`src/rtl/seq_decoder2to4.sv`:
```
// Buffered, pulse-stretching 2-to-4 decoder: queues {en,idx} entries and replays each as a HOLD-cycle one-hot strobe.
// Optional back-to-back slot replay is enabled by defining SEQ_DECODER_B2B_EN.
module seq_decoder2to4 #(
  parameter int DEPTH = 4,
  parameter int HOLD  = 3
) (
  input  logic                         clk_i,
  input  logic                         rst_i,
  input  logic                         in_valid_i,
  output logic                         in_ready_o,
  input  logic [1:0]                   in_idx_i,
  input  logic                         in_en_i,
  output logic [3:0]                   y_o,
  output logic                         y_valid_o,
  output logic                         busy_o,
  output logic [$clog2(DEPTH+1)-1:0]   count_o
);

  localparam int PW   = $clog2(DEPTH);
  localparam int CNTW = $clog2(DEPTH+1);
  localparam int HCW  = (HOLD > 1) ? $clog2(HOLD) : 1;

  typedef enum logic [1:0] {
    S_IDLE = 2'd0,
    S_HOLD = 2'd1,
    S_GAP  = 2'd2
  } state_t;

  logic [2:0]      mem_q [DEPTH];
  logic [PW-1:0]   wr_ptr_q, rd_ptr_q;
  logic [CNTW-1:0] count_q, count_d;
  state_t          state_q, state_d;
  logic [HCW-1:0]  hcnt_q, hcnt_d;
  logic [3:0]      y_q, y_d;
  logic            yv_q, yv_d;
  logic            push, pop, empty;
  logic [2:0]      head;

  function automatic logic [3:0] decode(input logic [2:0] e);
    return e[2] ? (4'b0001 << e[1:0]) : 4'b0000;
  endfunction

  assign head       = mem_q[rd_ptr_q];
  assign empty      = (count_q == '0);
  assign in_ready_o = (count_q != CNTW'(DEPTH));
  assign push       = in_valid_i && in_ready_o;

  always_comb begin
    state_d = state_q;
    hcnt_d  = hcnt_q;
    y_d     = y_q;
    yv_d    = yv_q;
    pop     = 1'b0;
    case (state_q)
      S_IDLE: begin
        if (!empty) begin
          pop     = 1'b1;
          y_d     = decode(head);
          yv_d    = 1'b1;
          hcnt_d  = HCW'(HOLD - 1);
          state_d = S_HOLD;
        end
      end
      S_HOLD: begin
        if (hcnt_q != '0) begin
          hcnt_d = hcnt_q - 1'b1;
        end else begin
`ifdef SEQ_DECODER_B2B_EN
          if (!empty) begin
            // Reload straight from the FIFO head so slots abut with no dead cycle.
            pop    = 1'b1;
            y_d    = decode(head);
            hcnt_d = HCW'(HOLD - 1);
          end else begin
            y_d     = 4'b0000;
            yv_d    = 1'b0;
            state_d = S_IDLE;
          end
`else
          y_d     = 4'b0000;
          yv_d    = 1'b0;
          state_d = S_GAP;
`endif
        end
      end
      S_GAP: begin
        state_d = S_IDLE;
      end
      default: begin
        y_d     = 4'b0000;
        yv_d    = 1'b0;
        state_d = S_IDLE;
      end
    endcase
  end

  assign count_d = count_q + CNTW'(push) - CNTW'(pop);

  always_ff @(posedge clk_i) begin
    if (rst_i) begin
      state_q  <= S_IDLE;
      hcnt_q   <= '0;
      y_q      <= 4'b0000;
      yv_q     <= 1'b0;
      wr_ptr_q <= '0;
      rd_ptr_q <= '0;
      count_q  <= '0;
    end else begin
      state_q <= state_d;
      hcnt_q  <= hcnt_d;
      y_q     <= y_d;
      yv_q    <= yv_d;
      count_q <= count_d;
      if (push) wr_ptr_q <= wr_ptr_q + 1'b1;
      if (pop)  rd_ptr_q <= rd_ptr_q + 1'b1;
    end
  end

  // Storage needs no reset; occupancy alone decides what is valid.
  always_ff @(posedge clk_i) begin
    if (push && !rst_i) mem_q[wr_ptr_q] <= {in_en_i, in_idx_i};
  end

  assign y_o       = y_q;
  assign y_valid_o = yv_q;
  assign count_o   = count_q;
  assign busy_o    = !empty || (state_q != S_IDLE);

endmodule

```
`config.mk`:
```
export PLATFORM = sky130hd
export DESIGN_NAME = seq_decoder2to4
export DESIGN_NICKNAME = d
export VERILOG_FILES = /design/src/rtl/seq_decoder2to4.sv
export SDC_FILE = /design/constraint.sdc
export NUM_CORES = 1
export LEC_CHECK = 0
export ABC_CLOCK_PERIOD_IN_PS = 2400
export CORE_MARGIN = 5
export CORE_UTILIZATION = 40
export DETAILED_ROUTE_END_ITERATION = 10
export DONT_BUFFER_PORTS = 1
export HOLD_SLACK_MARGIN = 0.1
export PLACE_DENSITY_LB_ADDON = 0.3
export REMOVE_ABC_BUFFERS = 1
export SYNTH_ARGS = -nofsm -noshare
export SYNTH_HDL_FRONTEND = slang
export SYNTH_SLANG_ARGS = --single-unit
```
`constraint.sdc`:
```
create_clock -name clk_i -period 2.4 [get_ports clk_i]
set_input_delay 0.36 -clock clk_i [delete_from_list [all_inputs] [get_ports clk_i]]
set_output_delay 0.36 -clock clk_i [all_outputs]
set_load 0.03 [all_outputs]
```
==> impl_metrics.csv, run 1 <==
group,metric,value,unit
routing,via_per_inst,4.88,
worst_hold_path,min_path_type,"in2reg",
run_status,status,"complete, no violations",
pwr,power_density,1170,nW/um^2
sta,tns,0,ps
layout,area_delta_synth_final,15.7,%
pwr,p_sw_frac,0.387,
pwr,power.leakage,0.560,nW
synthesis,ys_warn_count,0,
layout,final_cell_mix,"dfxtp_1 (18), inv_1 (12), edfxtp_1 (12), a21oi_1 (8)",
sta,setup_viol,0,
setup_path,cp_data_arrival_time,2460,ps
die,ios,16,
layout,nets,137,
die,die-area,4420,um^2
die,fp.dieW,66.5,um
sta,fin_skew,9.28,ps
routing,vias,819,
die,rows,20,
synthesis,netlist_top_cells_area,"dfxtp_1 (28%), edfxtp_1 (28%), ha_1 (6.9%)",
pwr,p_sw,0.667,mW
pwr,max-vdd-ir-drop,0.407,mV
sta,max_slew_margin,0.677,
layout,n_antenna_cell,0,
layout,final_common_cell,"dfxtp_1",
clock_network,clk_pin_slew,100,ps
layout,fin_area,1480,um^2
clock_network,cts_tree,"built",
sta,min_period,2260,ps
clock_network,clock_latency,320,ps
setup_path,end_kind,"flip-flop",
routing,drt_wl_total,2.11,mm
job,max-cap-violations,0,
sta,tightest_slew,484,ps
pwr,p_comb_frac,0.409,
layout,utilization,0.484,
global_routing,grt_pass1_vias,757,
clock_network,cts_sinks,30,
synthesis,yosys.area.top_type,"dfxtp_1",
routing,firstDrtPassIters,4,
global_routing,grt_pass1_wl,3.45,mm
setup_path,critPathRequiredTime,2610,ps
sta,worst_slack,143,ps
die,core_area,3050,um^2
clock_network,cts-buffers-inserted,5,
place,dp_hpwl,1.54,mm
routing,drt-initial-drc-count,43,
clock_network,clk_path_buf_depth,2,
pwr,p_int,1.06,mW
routing,wl_per_cell,12.5,um
global_routing,overflow,0,
place,placed_area,1370,um^2
pwr,power,1.72,mW
global_routing,grt_max_degree,14,
layout,layout-drive-gt1-share,0.169,
routing,drc,0,
die,initial_core_util,0.418,
synthesis,synth.avg_cell_area,11.9,um^2
sta,fmax,0.443,GHz
global_routing,antenna_found_initial,0,
synthesis,ys_types,32,
pwr,p_clk_frac,0.162,
sta,slew_violations,0,
synthesis,ys_ff_latch,30,
place,gp_congestion,0.744,
synthesis,seq_area_frac_synth,0.565,
setup_path,crit_type,"reg2reg",
clock_network,clockRootBuffer,"clkbuf_4",
global_routing,track_usage,0.108,
setup_path,cp-start-kind,"flip-flop",
synthesis,synthDominantCellAreaShare,0.282,
synthesis,synthCells,107,
sta,hold_viol,0,
synthesis,netlist_area,1280,um^2
sta,rsz0062_at_grt,"no",
die,die_h,66.5,um
place,pre_cts_slack,79.5,ps
place,port_buffers,0,
sta,timing.final.crit_share,0.941,
routing,ant_nets,0,
clock_network,cts-htree-levels,2,
pwr,pwr-share-seq,0.429,
setup_path,cp_max_fo,4,
-- cell families (layout without fill, tap and decap cells) --
kind of cell / Yosys count / count (layout) / synth area share
simple gates: 31 / 31 / 0.137
flops: 30 / 30 / 0.565
compound gates: 20 / 20 / 0.106
buf+inv: 13 / 30 / 0.0382
fa+ha+maj: 8 / 8 / 0.0843
mux: 3 / 3 / 0.0559
xor+xnor: 2 / 2 / 0.0137
-- power groups by stage --
stage	Sequential [mW]	Combinational [mW]	Clock, mW
final	0.740	0.705	0.279
after global routing	0.757	0.801	0.317
after CTS	0.741	0.651	0.290
after detailed placement	0.753	0.644	0
after global placement	0.750	0.626	0
after floorplan	0.787	0.448	0
-- path summary, 6_finish.rpt --
check | start | end | slack (ps) | depth (start not counted)
worst max-delay path | count_o[1]$_SDFF_PP0_ | count_o[2]$_SDFF_PP0_ | 140 | 10
worst min-delay path | in_en_i | mem_q[0][2]$_DFFE_PP_ | 140 | 0
worst max register to register | count_o[1]$_SDFF_PP0_ | count_o[2]$_SDFF_PP0_ | 140 | 10
worst min register to register | hcnt_q[0]$_SDFFE_PP0P_ | hcnt_q[0]$_SDFFE_PP0P_ | 500 | 2
-- flip-flops by register name, indices dropped and copies added (netlist names), named ones only --
name and flops:
mem_q 12, hcnt_q 2, rd_ptr_q 2, y_o 4, count_o 3, state_q 2, wr_ptr_q 2, y_valid_o 1
-- repair_timing --
item,4_1_cts,5_1_grt
resized for setup,0,3
buffers inserted,0,2
endpoints found under the hold margin,13,2
setup endpoints to repair,0,1
hold buffers,1,2
-- Yosys cell counts (all sizes together) --
| library cell | instances |
|---|---|
| dfxtp | 18 |
| edfxtp | 12 |
| inv | 12 |
| a21oi | 8 |
| ha | 7 |
| nand2 | 6 |
| and2 | 4 |
| o21ai | 4 |
| o2bb2ai | 4 |
| mux4 | 3 |
| nand3 | 3 |
| nor2 | 3 |
| nand2b | 2 |
| nor2b | 2 |
| nor3 | 2 |
| nor3b | 2 |
| or2 | 2 |
| xnor2 | 2 |
| a221oi | 1 |
| clkbuf | 1 |
| fa | 1 |
| nand4 | 1 |
| nor4bb | 1 |
| o211a | 1 |
| o211ai | 1 |
| o31ai | 1 |
| or3 | 1 |
| or3b | 1 |
| or4 | 1 |
-- per-stage QoR --
stage | cells | hold slack [ps]
floorplan | 106 | 429
global placement | 155 | 434
detailed placement | 155 | 434
CTS | 164 | 118
global route | 168 | 101
finish | 168 | 135
-- worst max-delay path, stage by stage (launching register included) --
cell and delay (ps):
dfxtp_1 320, or3_4 410, nand2_2 110, inv_1 50, ha_1 260, inv_1 40
ha_1 180, fa_1 370, xnor2_1 200, xnor2_1 140, nor2_1 50
-- area by class of cell --
class                      count  area (um^2)
clock buffer                   5         37.5
clock inverter                 3         16.3
fill                         294         1580
inverter                      12         45.0
multi-input combinational     64          519
sequential                    30          721
tap                           44         55.1
timing repair buffer          10         82.6
-- per-layer routing --
layer,part of all wire,vias up,GRT usage,wire (um)
li1,-,417,-,-
met1,0.43,378,0.124,899
met2,0.49,19,0.161,1030
met3,0.059,5,0.0472,125
met4,0.024,0,0.0761,51
met5,0,-,0,0
Note: power is estimated with default switching activity, not from simulation.
==> run 2: changes to the inputs <==
--- a/config.mk
+++ b/config.mk
@@ -5,7 +5,7 @@
 export SDC_FILE = /design/constraint.sdc
 export NUM_CORES = 1
 export LEC_CHECK = 0
-export ABC_CLOCK_PERIOD_IN_PS = 2400
+export ABC_CLOCK_PERIOD_IN_PS = 1800
 export CORE_MARGIN = 5
 export CORE_UTILIZATION = 40
 export DETAILED_ROUTE_END_ITERATION = 10
==> constraint.sdc (replaced) <==
create_clock -name clk_i -period 1.8 [get_ports clk_i]
set_input_delay 0.27 -clock clk_i [delete_from_list [all_inputs] [get_ports clk_i]]
set_output_delay 0.27 -clock clk_i [all_outputs]
set_load 0.03 [all_outputs]
==> run 2 against run 1 <==
  * Largest power group is now combinational cells
  * The run now ends with hold timing, setup timing left
  * Register-to-register slack worse by 400 ps
  * Global-route usage is 1.5 points higher
  * Largest cell class unchanged
  * Cell count is 7.7% higher
  * Sequential power is 33% higher
==> impl_metrics.csv, run 2 (synthesis results as in run 1) <==
group,metric,value,unit
clock_network,cts_tree,"built",
global_routing,track_usage,0.123,
layout,nets,150,
setup_path,rrSetupSlack,-260,ps
place,dp_hpwl,1.61,mm
sta,min_period,2060,ps
sta,tightest_slew,354,ps
clock_network,clock_latency,320,ps
pwr,power.leakage,0.663,nW
setup_path,cp_data_arrival_time,2280,ps
pwr,pwr-share-seq,0.334,
layout,seqCellArea,723,um^2
layout,area_delta_synth_final,32.3,%
clock_network,cts-buffers-inserted,5,
layout,fill_cells,268,
sta,slew_violations,0,
global_routing,antenna_found_initial,0,
global_routing,grt_max_degree,16,
routing,drc,0,
layout,fin_area,1690,um^2
routing,drt_wl_total,2.23,mm
die,fp.dieW,66.5,um
layout,largest_register_ffs,12,
die,die_h,66.5,um
sta,max_slew_margin,0.763,
layout,multi_input_area,571,um^2
place,placed_area,1430,um^2
global_routing,overflow,0,
worst_hold_path,min_path_type,"in2reg",
setup_path,cp_max_fo,2,
routing,vias,868,
sta,tns,-455,ps
routing,via_per_inst,4.80,
die,ios,16,
pwr,p_int,1.94,mW
pwr,p_sw_frac,0.340,
run_status,status,"finished, violations left",
layout,final_cell_mix,"dfxtp_1 (16), buf_4 (16), edfxtp_1 (12), inv_1 (10)",
sta,hold_viol,1,
pwr,p_clk_frac,0.223,
sta,fmax,0.486,GHz
routing,firstDrtPassIters,4,
clock_network,cts_hold_buf,7,
pwr,p_comb_frac,0.443,
die,die-area,4420,um^2
global_routing,grt_pass1_wl,3.87,mm
die,core_area,3050,um^2
routing,ant_nets,0,
setup_path,cp-start-kind,"flip-flop",
sta,fin_skew,3.28,ps
clock_network,cts-htree-levels,2,
place,gp_congestion,0.729,
sta,timing.hold.ws,-1.85,ps
pwr,p_sw,0.999,mW
layout,n_antenna_cell,0,
clock_network,clk_pin_slew,90,ps
run_status,violations,"hold timing, setup timing",
worst_hold_path,holdPathStages,1,
die,rows,20,
die,initial_core_util,0.418,
setup_path,critPathRequiredTime,2020,ps
clock_network,cts_sinks,30,
setup_path,end_kind,"flip-flop",
layout,top_register,"mem_q",
clock_network,clockRootBuffer,"clkbuf_4",
setup_path,crit_type,"reg2reg",
pwr,max-vdd-ir-drop,0.705,mV
global_routing,grt_pass1_vias,895,
sta,setup_viol,4,
clock_network,clk_path_buf_depth,2,
routing,drt-initial-drc-count,16,
sta,rsz0062_at_grt,"yes",
setup_path,ff2ff_path_depth,10,
layout,layout-drive-gt1-share,0.292,
job,max-cap-violations,0,
sta,worst_slack,-259,ps
pwr,power_density,1740,nW/um^2
routing,wl_per_cell,12.3,um
sta,timing.final.crit_share,1.14,
place,port_buffers,0,
## run 2: final cells by class
class	count	area share
flip-flops and latches	30	0.428
multi-input cells	64	0.338
repair buffers	23	0.113
well taps	44	0.0326
inverters	12	0.0282
clock buffers	5	0.0222
clock inverters	3	0.0378
## run 2: path summary, 6_finish.rpt
| path | to | startpoint |
|---|---|---|
| setup / recovery | count_o[2]$_SDFF_PP0_ | count_o[1]$_SDFF_PP0_ |
| hold / removal | count_o[1]$_SDFF_PP0_ | rst_i |
| setup reg to reg | count_o[2]$_SDFF_PP0_ | count_o[1]$_SDFF_PP0_ |
| hold reg to reg | hcnt_q[0]$_SDFFE_PP0P_ | hcnt_q[0]$_SDFFE_PP0P_ |
## run 2: critical path, stage by stage (launching register included)
cell	delay [ps]
dfxtp_2	330
or3_4	410
nand2_4	80
inv_4	30
ha_4	240
inv_2	40
ha_4	150
fa_2	350
xnor2_2	140
xnor2_1	140
nor2_1	50
## run 2: stage by stage
stage / setup slack (ps) / instances / hold WS (ps) / utilization / power (mW)
final: -259 / 181 / -1.85 / 0.553 / 2.94
after CTS: -314 / 179 / -20.2 / 0.544 / 2.87
after global routing: -380 / 181 / -38.4 / 0.553 / 3.16
after floorplan: -613 / 106 / 339 / - / 1.65
after detailed placement: -399 / 164 / 345 / 0.469 / 2.01
after global placement: -336 / 164 / 343 / 0.469 / 1.99
## run 2: repair_timing
action | 4_1_cts | 5_1_grt
pin swaps | 6 | 5
buffers inserted | 0 | 2
hold endpoints to repair | 26 | 10
resized for setup | 14 | 3
endpoints found under the setup margin | 3 | 5
## run 2: metal layers
metal  track usage  vias up  part of all wire
li1              -      437                 -
met1         0.124      406              0.41
met2         0.209       20              0.51
met3        0.0455        5             0.059
met4        0.0838        0             0.026
met5             0        -                 0
## run 2: power groups by stage
stage	Clock (mW)	Combinational [mW]	Sequential (mW)
finish	0.656	1.30	0.982
global route	0.710	1.45	1.00
CTS	0.673	1.21	0.985
detailed placement	0	1.02	0.996
global placement	0	0.998	0.991
floorplan	0	0.597	1.05
